===== src/rtl/fetch_unit_pkg.sv =====
// Shared fetch-stage types and constants: datapath width, PC step, bubble encoding
// and the fetch FSM state type.
package fetch_unit_pkg;
  localparam int N = 32;
  localparam logic [N-1:0] PC_STEP = 32'd4;
  localparam logic [N-1:0] INSTR_BUBBLE = '0;

  typedef enum logic [1:0] {
    IDLE,
    REQ,
    WAIT
  } fetch_state_t;
endpackage


===== src/rtl/fetch_out_buf.sv =====
// IF/ID output register plus one-entry skid; refills the same edge it is consumed.
// No added latency; holds contents while freeze is high, the skid absorbs one response.
module fetch_out_buf
  import fetch_unit_pkg::*;
(
  input  logic         clk,
  input  logic         rstn,
  input  logic         freeze,
  input  logic         flush,
  input  logic         load,
  input  logic [N-1:0] loadPc,
  input  logic [N-1:0] loadInstr,
  output logic         instrValid,
  output logic [N-1:0] pcOut,
  output logic [N-1:0] instructionOut,
  output logic         skidNext
);
  logic         skidValid;
  logic [N-1:0] skidPc;
  logic [N-1:0] skidInstr;
  logic         outFree;

  assign outFree  = ~instrValid | ~freeze;
  // Skid is occupied after this edge only if the output stays held and has something to park.
  assign skidNext = ~flush & ~outFree & (skidValid | load);

  always_ff @(posedge clk or negedge rstn) begin
    if (!rstn) begin
      instrValid     <= 1'b0;
      pcOut          <= '0;
      instructionOut <= INSTR_BUBBLE;
      skidValid      <= 1'b0;
      skidPc         <= '0;
      skidInstr      <= '0;
    end else if (flush) begin
      instrValid     <= 1'b0;
      instructionOut <= INSTR_BUBBLE;
      skidValid      <= 1'b0;
    end else if (outFree) begin
      if (skidValid) begin
        instrValid     <= 1'b1;
        pcOut          <= skidPc;
        instructionOut <= skidInstr;
        skidValid      <= 1'b0;
      end else if (load) begin
        instrValid     <= 1'b1;
        pcOut          <= loadPc;
        instructionOut <= loadInstr;
      end else begin
        instrValid     <= 1'b0;
        instructionOut <= INSTR_BUBBLE;
      end
    end else if (load) begin
      skidValid <= 1'b1;
      skidPc    <= loadPc;
      skidInstr <= loadInstr;
    end
  end
endmodule


===== src/rtl/fetch_unit.sv =====
// Fetch stage: PC, single-outstanding imem request FSM and redirect kill handling.
// Response lands in IF/ID on the sampling edge; no new request while the skid is full.
module fetch_unit
  import fetch_unit_pkg::*;
#(
  parameter logic [N-1:0] RESET_PC = 32'h0000_0000
) (
  input  logic         clk,
  input  logic         rstn,
  input  logic         freeze,
  input  logic         redirect,
  input  logic [N-1:0] redirectPc,
  output logic         imemReq,
  output logic [N-1:0] imemAddr,
  input  logic         imemGnt,
  input  logic         imemRvalid,
  input  logic [N-1:0] imemRdata,
  output logic         instrValid,
  output logic [N-1:0] pcOut,
  output logic [N-1:0] instructionOut
);
  fetch_state_t state, stateNext;
  logic [N-1:0] fetchPc, fetchPcNext;
  logic [N-1:0] reqPc, reqPcNext;
  logic         kill, killNext;
  logic         load;
  logic         skidNext;
  logic [N-1:0] redirTgt;

  assign redirTgt = {redirectPc[N-1:2], 2'b00};
  assign imemReq  = (state == REQ);
  assign imemAddr = reqPc;

  always_ff @(posedge clk or negedge rstn) begin
    if (!rstn) begin
      state   <= IDLE;
      fetchPc <= RESET_PC;
      reqPc   <= RESET_PC;
      kill    <= 1'b0;
    end else begin
      state   <= stateNext;
      fetchPc <= fetchPcNext;
      reqPc   <= reqPcNext;
      kill    <= killNext;
    end
  end

  always_comb begin
    stateNext   = state;
    fetchPcNext = fetchPc;
    reqPcNext   = reqPc;
    killNext    = kill;
    load        = 1'b0;
    case (state)
      IDLE: begin
        if (redirect) begin
          stateNext   = REQ;
          reqPcNext   = redirTgt;
          fetchPcNext = redirTgt;
        end else if (!skidNext) begin
          stateNext = REQ;
          reqPcNext = fetchPc;
        end
      end
      REQ: begin
        // The held address may be wrong-path; its response is killed, never the PC advanced.
        if (redirect) begin
          fetchPcNext = redirTgt;
          killNext    = 1'b1;
        end else if (imemGnt && !kill) begin
          fetchPcNext = reqPc + PC_STEP;
        end
        if (imemGnt) stateNext = WAIT;
      end
      WAIT: begin
        if (imemRvalid) begin
          killNext = 1'b0;
          if (redirect) begin
            stateNext   = REQ;
            reqPcNext   = redirTgt;
            fetchPcNext = redirTgt;
          end else if (kill) begin
            stateNext = REQ;
            reqPcNext = fetchPc;
          end else begin
            load = 1'b1;
            if (skidNext) begin
              stateNext = IDLE;
            end else begin
              stateNext = REQ;
              reqPcNext = fetchPc;
            end
          end
        end else if (redirect) begin
          killNext    = 1'b1;
          fetchPcNext = redirTgt;
        end
      end
      default: stateNext = IDLE;
    endcase
  end

  fetch_out_buf u_out_buf (
    .clk           (clk),
    .rstn          (rstn),
    .freeze        (freeze),
    .flush         (redirect),
    .load          (load),
    .loadPc        (reqPc),
    .loadInstr     (imemRdata),
    .instrValid    (instrValid),
    .pcOut         (pcOut),
    .instructionOut(instructionOut),
    .skidNext      (skidNext)
  );
endmodule


===== config.mk =====
export PLATFORM = sky130hd
export DESIGN_NAME = fetch_unit
export DESIGN_NICKNAME = d
export VERILOG_FILES = /design/src/rtl/fetch_unit_pkg.sv /design/src/rtl/fetch_out_buf.sv /design/src/rtl/fetch_unit.sv
export SDC_FILE = /design/constraint.sdc
export NUM_CORES = 1
export LEC_CHECK = 0
export CORE_UTILIZATION = 29
export DETAILED_ROUTE_END_ITERATION = 8
export SYNTH_ARGS = -nofsm -noshare
export SYNTH_HDL_FRONTEND = slang
export SYNTH_HIERARCHICAL = 1
export SYNTH_SLANG_ARGS = --single-unit

===== constraint.sdc =====
create_clock -name clk -period 2.6 [get_ports clk]
set_clock_uncertainty 0.1 [all_clocks]
set_input_delay 0.26 -clock clk [delete_from_list [all_inputs] [get_ports clk]]
set_output_delay 0.26 -clock clk [all_outputs]
set_load 0.03 [all_outputs]

==> run summary, run 1 <==
post-synth top area share -> 51.9%
Gate Count Post-Synth -> 814
critical path's slowest cell -> buf_4
ranking of synthesized cells by area -> dfrtp_1 52%, mux2_4 9.5%, a22oi_1 7.1%
Initial Util -> 29.8%
critical setup path kind -> register to register
antenna violations before repair -> 0
syn nets -> 890
antenna-violating nets left -> 0
row count -> 65
Vias/cell -> 5.13
die height -> 183 um
Metal-1 WL -> 13600 um
Seq/Total Area, Yosys -> 51.9%
worst hold-check path type -> primary input to register
status -> complete, no violations
Core Footprint -> 0.0319 mm2
die width -> 183 um
Fillers -> 3124
Synth Register Bits -> 197
Worst-Skew Late Latency -> 440 ps
CTS sink cnt -> 197
post-synth top area cell -> dfrtp_1
YS warnings -> 6
top_reg_cell synth -> dfrtp_1
critical-path maximum fanout -> 43
top cells by count, synth -> 197 x dfrtp_1, 103 x o21ai_0, 90 x a22oi_1
FFs w/ async S/R, synth -> 100%
most common cell in the netlist -> dfrtp_1
TritonCTS buffer count -> 17
fmax -> 424 MHz
share of layout cells above drive strength 1 -> 17.7%
Synth-to-Final Area Change -> 31.0%
Placed Area -> 0.0119 mm2
# port buffers -> 165
critical path endpoint category -> register
drt wl/cell -> 19.4 um
Final #Nets -> 1065
clk root buf -> clkbuf_16
kind of start point of the critical path -> register
# setup viols final -> 0
CTS tree -> yes
clock buffer depth -> 2
Leak Pwr -> 5.20 nW
vias in the first global route -> 7297
Clk pin slew, worst setup/hold paths -> 70 ps
CP top delay family -> compound AO/OA/AOI/OAI gates
top sig layer -> met4
total length of routed met2 wires -> 12500 um
CP required -> 2830 ps
Final period util -> 90.8%
Die ar. -> 0.0335 mm2
postcts setup bufs -> 0
CP bufs+invs -> 2
Iteration-0 DRC Markers -> 453
routed wire length on met3 -> 1380 um
worst ir drop on vdd -> 0.486 mV
fin. max-slew vios -> 0
Via Count -> 7378
GP Congestion -> 0.782
max_cap viols -> 0
CTS H-tree lvls -> 4
Slew HR -> 60.3%
Syn Area/Cell -> 11.7 um2
crit-path cells -> inv_1, ha_1, a211oi_1, o21ai_4, buf_4, nor2_1, a22o_1
final period demand of the worst path -> 2360 ps
global-route wire length before repair -> 43900 um
Final HPWL DP -> 18200 um
DR pass1 iterations -> 5
Synth cell types -> 54
number of enable flip-flop cells after synthesis -> 0
Design Area, Final -> 0.0125 mm2
GRT Util Overall -> 17.0%
Remaining DRCs -> 0
Hold Violations, Final -> 0
largest net degree at the start of global routing -> 68
Cell Pwr Density -> 928 mW/mm2
Top Ports -> 168
crit path DAT -> 2590 ps
Remaining Overflow, GRT -> 0
post-synthesis cell area -> 0.00951 mm2
Routed WL -> 27900 um
Worst Tran Pin Value -> 589 ps
max incr delay on CP -> 460 ps
fin util -> 39.1%
RSZ-0062 raised after global routing -> no
## repair_timing
item / in CTS / in global routing
endpoints found under the hold margin: 62 / 0
setup endpoints to repair: 1 / 5
hold buffers: 1 / 0
resized for setup: 1 / 1
## metrics by stage
step	setup WS, ps	power [mW]	setup TNS [ps]	hold slack [ps]	instances
2_1_floorplan	-29.4	6.85	-766	-136	814
3_3_place_gp	86.6	8.98	0	216	1404
3_5_place_dp	14.5	9.06	0	216	1404
4_1_cts	164	11.7	0	219	1437
5_1_grt	43.1	12.2	0	250	1437
6_report	240	11.6	0	233	1438
## registers in the layout, indices dropped and copies added (netlist names), 2 cells and up
signal                    count
u_out_buf/pcOut              32
u_out_buf/instructionOut     32
fetchPc                      32
u_out_buf/skidInstr          32
u_out_buf/skidPc             32
imemAddr                     32
state                         2
## kinds of logic after synthesis
| logic type | after synthesis | share of synthesized area [%] |
|---|---|---|
| adders and majority gates | 6 | 0.790 |
| buffers and inverters | 76 | 4.49 |
| DFF | 197 | 51.9 |
| xor gates and xnor gates | 23 | 2.12 |
| AOI/OAI and AO/OA | 287 | 19.7 |
| and+or+nand+nor | 118 | 6.57 |
| muxes | 107 | 14.5 |
## per-layer routing
metal | track usage [%] | up-vias
li1 | - | 3396
met1 | 25.1 | 3743
met2 | 25.2 | 217
met3 | 3.26 | 22
met4 | 4.93 | 0
met5 | 0 | -
## worst min-delay path: stages
cell	delay, ps
buf_2	90
nor2_1	40
nand2_1	60
a21oi_1	70
o31ai_1	210
## report_power, final
part	switching [mW]	leakage, nW	internal, mW	total (mW)
Sequential	0.477	2.64	3.69	4.17
Combinational	2.92	2.29	1.91	4.83
Clock	1.27	0.270	1.28	2.55
Total	4.67	5.20	6.89	11.6
## layout by cell type (no fill, tap or decap), drive strengths merged, types with 4 or more instances in the layout
cell | netlist | final
nand3 | 12 | 12
clkinv | 0 | 6
nor2 | 23 | 23
nor4 | 6 | 6
o2bb2ai | 32 | 32
ha | 6 | 6
buf | 26 | 58
a21oi | 12 | 12
xnor2 | 10 | 10
clkbuf | 41 | 20
a32oi | 12 | 12
mux2 | 65 | 65
o21ai | 125 | 125
o31ai | 4 | 4
nand2 | 36 | 36
clkdlybuf4s50 | 0 | 163
xor2 | 13 | 13
or2 | 4 | 4
nand4 | 5 | 5
mux2i | 42 | 42
or4 | 4 | 4
nor3 | 10 | 10
inv | 9 | 14
a22oi | 90 | 90
dfrtp | 197 | 197
## final timing paths
path                            slack, ps         from                       to  cells past startpoint
max in group asynchronous            1310         rstn  u_out_buf/skidInstr[30]                      3
min in group asynchronous             300         rstn      u_out_buf/pcOut[27]                      2
worst max register to register        240     state[1]              fetchPc[28]                      7
worst min-delay path                  230     redirect                 state[0]                      5
worst max-delay path                  240     state[1]              fetchPc[28]                      7
worst min register to register        380  fetchPc[30]              fetchPc[30]                      2
## cell type report
class                           instances  area (um2)  share of cell area, %
Antenna cell                            1        2.50                 0.0201
Tap cell                              435         544                   4.37
Multi-Input combinational cell        541        4200                   33.7
Inverter                                9        33.8                  0.271
Clock buffer                           19         443                   3.56
Clock inverter                         13         115                  0.925
Timing Repair Buffer                  223        2180                   17.5
Sequential cell                       197        4930                   39.6
(Power assumes the default switching activity.)
==> inputs of run 2 (changes only) <==
--- a/config.mk
+++ b/config.mk
@@ -7,6 +7,7 @@
 export LEC_CHECK = 0
 export CORE_UTILIZATION = 29
 export DETAILED_ROUTE_END_ITERATION = 8
+export SLEW_MARGIN = 20
 export SYNTH_ARGS = -nofsm -noshare
 export SYNTH_HDL_FRONTEND = slang
 export SYNTH_HIERARCHICAL = 1
==> results of run 2 <==
The final DEF is identical to that of run 1; final timing and power are the same.
==> inputs of run 3 (changes only) <==
--- a/config.mk
+++ b/config.mk
@@ -7,6 +7,7 @@
 export LEC_CHECK = 0
 export CORE_UTILIZATION = 29
 export DETAILED_ROUTE_END_ITERATION = 8
+export MAX_ROUTING_LAYER = met4
 export SLEW_MARGIN = 20
 export SYNTH_ARGS = -nofsm -noshare
 export SYNTH_HDL_FRONTEND = slang
==> run 3 against run 2 <==
Effect of this change:
- flip-flop and latch count is the same
- sequential power is essentially flat
- count of clock-buffer cells in the layout is the same
- hold slack gained 2.9 ps
- utilization is essentially flat
- sequential share of layout area is essentially flat
- clock power is essentially flat
- cell count is essentially flat
- critical path type unchanged
==> run summary, run 3 (synthesized netlist as in run 1, its figures left out) <==
status -> complete, no violations
Hold Violations, Final -> 0
worst hold-check path type -> primary input to register
Remaining Overflow, GRT -> 0
largest net degree at the start of global routing -> 68
CTS H-tree lvls -> 4
worst ir drop on vdd -> 0.486 mV
Antenna diodes -> 0
antenna violations before repair -> 0
CTS tree -> yes
Final HPWL DP -> 18200 um
Reg-to-Reg End -> imemAddr[9]
CP required -> 2840 ps
Core Footprint -> 0.0319 mm2
Slew HR -> 59.4%
Routed WL -> 28000 um
CTS sink cnt -> 197
row count -> 65
Final period util -> 91.3%
worst hold stages -> 5
Reg2Reg Setup Slack -> 230 ps
commonest non-fill, non-tap cell in the layout -> dfrtp_1
crit path DAT -> 2610 ps
Cell Pwr Density -> 929 mW/mm2
GRT Util Overall -> 17.6%
final period demand of the worst path -> 2370 ps
Final #Nets -> 1065
Vias/cell -> 5.14
Die ar. -> 0.0335 mm2
Power Total -> 11.6 mW
Initial Util -> 29.8%
max_cap viols -> 0
RSZ-0062 raised after global routing -> no
worst hold slack -> 236 ps
r2r worst-path depth -> 10
global-route wire length before repair -> 43900 um
fmax -> 421 MHz
drt wl/cell -> 19.5 um
# setup viols final -> 0
Leak Pwr -> 5.20 nW
commonest non-fill, non-tap cells in the layout -> 196 x dfrtp_1, 163 x clkdlybuf4s50_1, 103 x o21ai_0
Crit Reg-Reg Startpoint -> state[0]
critical setup path kind -> register to register
hold wc startpoint -> redirect
Iteration-0 DRC Markers -> 486
Worst Tran Pin Value -> 604 ps
kind of start point of the critical path -> register
post-route insts no fill -> 1437
clock buffer depth -> 2
share of layout cells above drive strength 1 -> 17.7%
GP Congestion -> 0.793
clk root buf -> clkbuf_16
antenna-violating nets left -> 0
Via Count -> 7379
Worst-Skew Late Latency -> 440 ps
die height -> 183 um
postcts setup bufs -> 0
vias in the first global route -> 7296
die width -> 183 um
fin. max-slew vios -> 0
Inst Count DP -> 1404
critical-path maximum fanout -> 12
Synth-to-Final Area Change -> 30.9%
Remaining DRCs -> 0
DR pass1 iterations -> 5
Top Ports -> 168
Clk pin slew, worst setup/hold paths -> 70 ps
# port buffers -> 165
critical path endpoint category -> register
WHS Endpoint -> state[0]
TritonCTS buffer count -> 17
==> run 3: critical path, cell delays in order, from the launching register on <==
cell and delay [ps]:
dfrtp_1 420, inv_1 80, ha_1 210, and3_1 190, nor2_4 120, nor3_1 60
a21boi_2 200, nor2_4 340, buf_4 280, a22oi_1 80, o21ai_0 200
==> run 3: metrics by stage <==
| step | area, um2 | worst slack (ps) | setup TNS, ps | utilization [%] |
|---|---|---|---|---|
| after floorplan | 9510 | -29.4 | -766 | - |
| after global placement | 11900 | 86.6 | 0 | 37.2 |
| after detailed placement | 11900 | 14.5 | 0 | 37.2 |
| after CTS | 12400 | 164 | 0 | 39.0 |
| after global routing | 12400 | 43.1 | 0 | 39.0 |
| final | 12400 | 226 | 0 | 39.0 |
==> run 3: worst max-delay path by stage <==
stage | from | to
3_5_place_dp | imemRvalid | imemAddr[9]
2_1_floorplan | redirect | imemAddr[6]
4_1_cts | state[0] | imemAddr[9]
3_3_place_gp | imemRvalid | imemAddr[4]
5_1_grt | state[0] | imemAddr[12]
6_report | state[0] | imemAddr[9]
==> run 3: repair_timing <==
| item | in CTS | in global routing |
|---|---|---|
| setup endpoints to repair | 1 | 8 |
| hold buffers | 1 | 0 |
| gates resized for setup | 1 | 1 |
| hold endpoints to repair | 62 | 0 |
==> run 3: power by group <==
group          switching [mW]  internal (mW)
clock network            1.28           1.28
logic                    2.93           1.91
registers               0.476           3.69
==> run 3: final cells by class <==
class,instances,area (um2)
Sequential cell,197,4930
Inverter,9,33.8
Clock inverter,13,115
Timing Repair Buffer,223,2180
Tap cell,435,544
Fill cell,3123,19400
Clock buffer,19,443
Multi-Input combinational cell,541,4200
==> run 3: per-layer routing <==
| layer | global-route usage [%] | part of all wire [%] | up-vias | wire length [um] |
|---|---|---|---|---|
| li1 | - | - | 3394 | - |
| met1 | 25.3 | 49 | 3741 | 13800 |
| met2 | 25.1 | 45 | 221 | 12500 |
| met3 | 3.12 | 4.9 | 23 | 1370 |
| met4 | 4.93 | 1.2 | 0 | 341 |
| met5 | - | 0 | - | 0 |
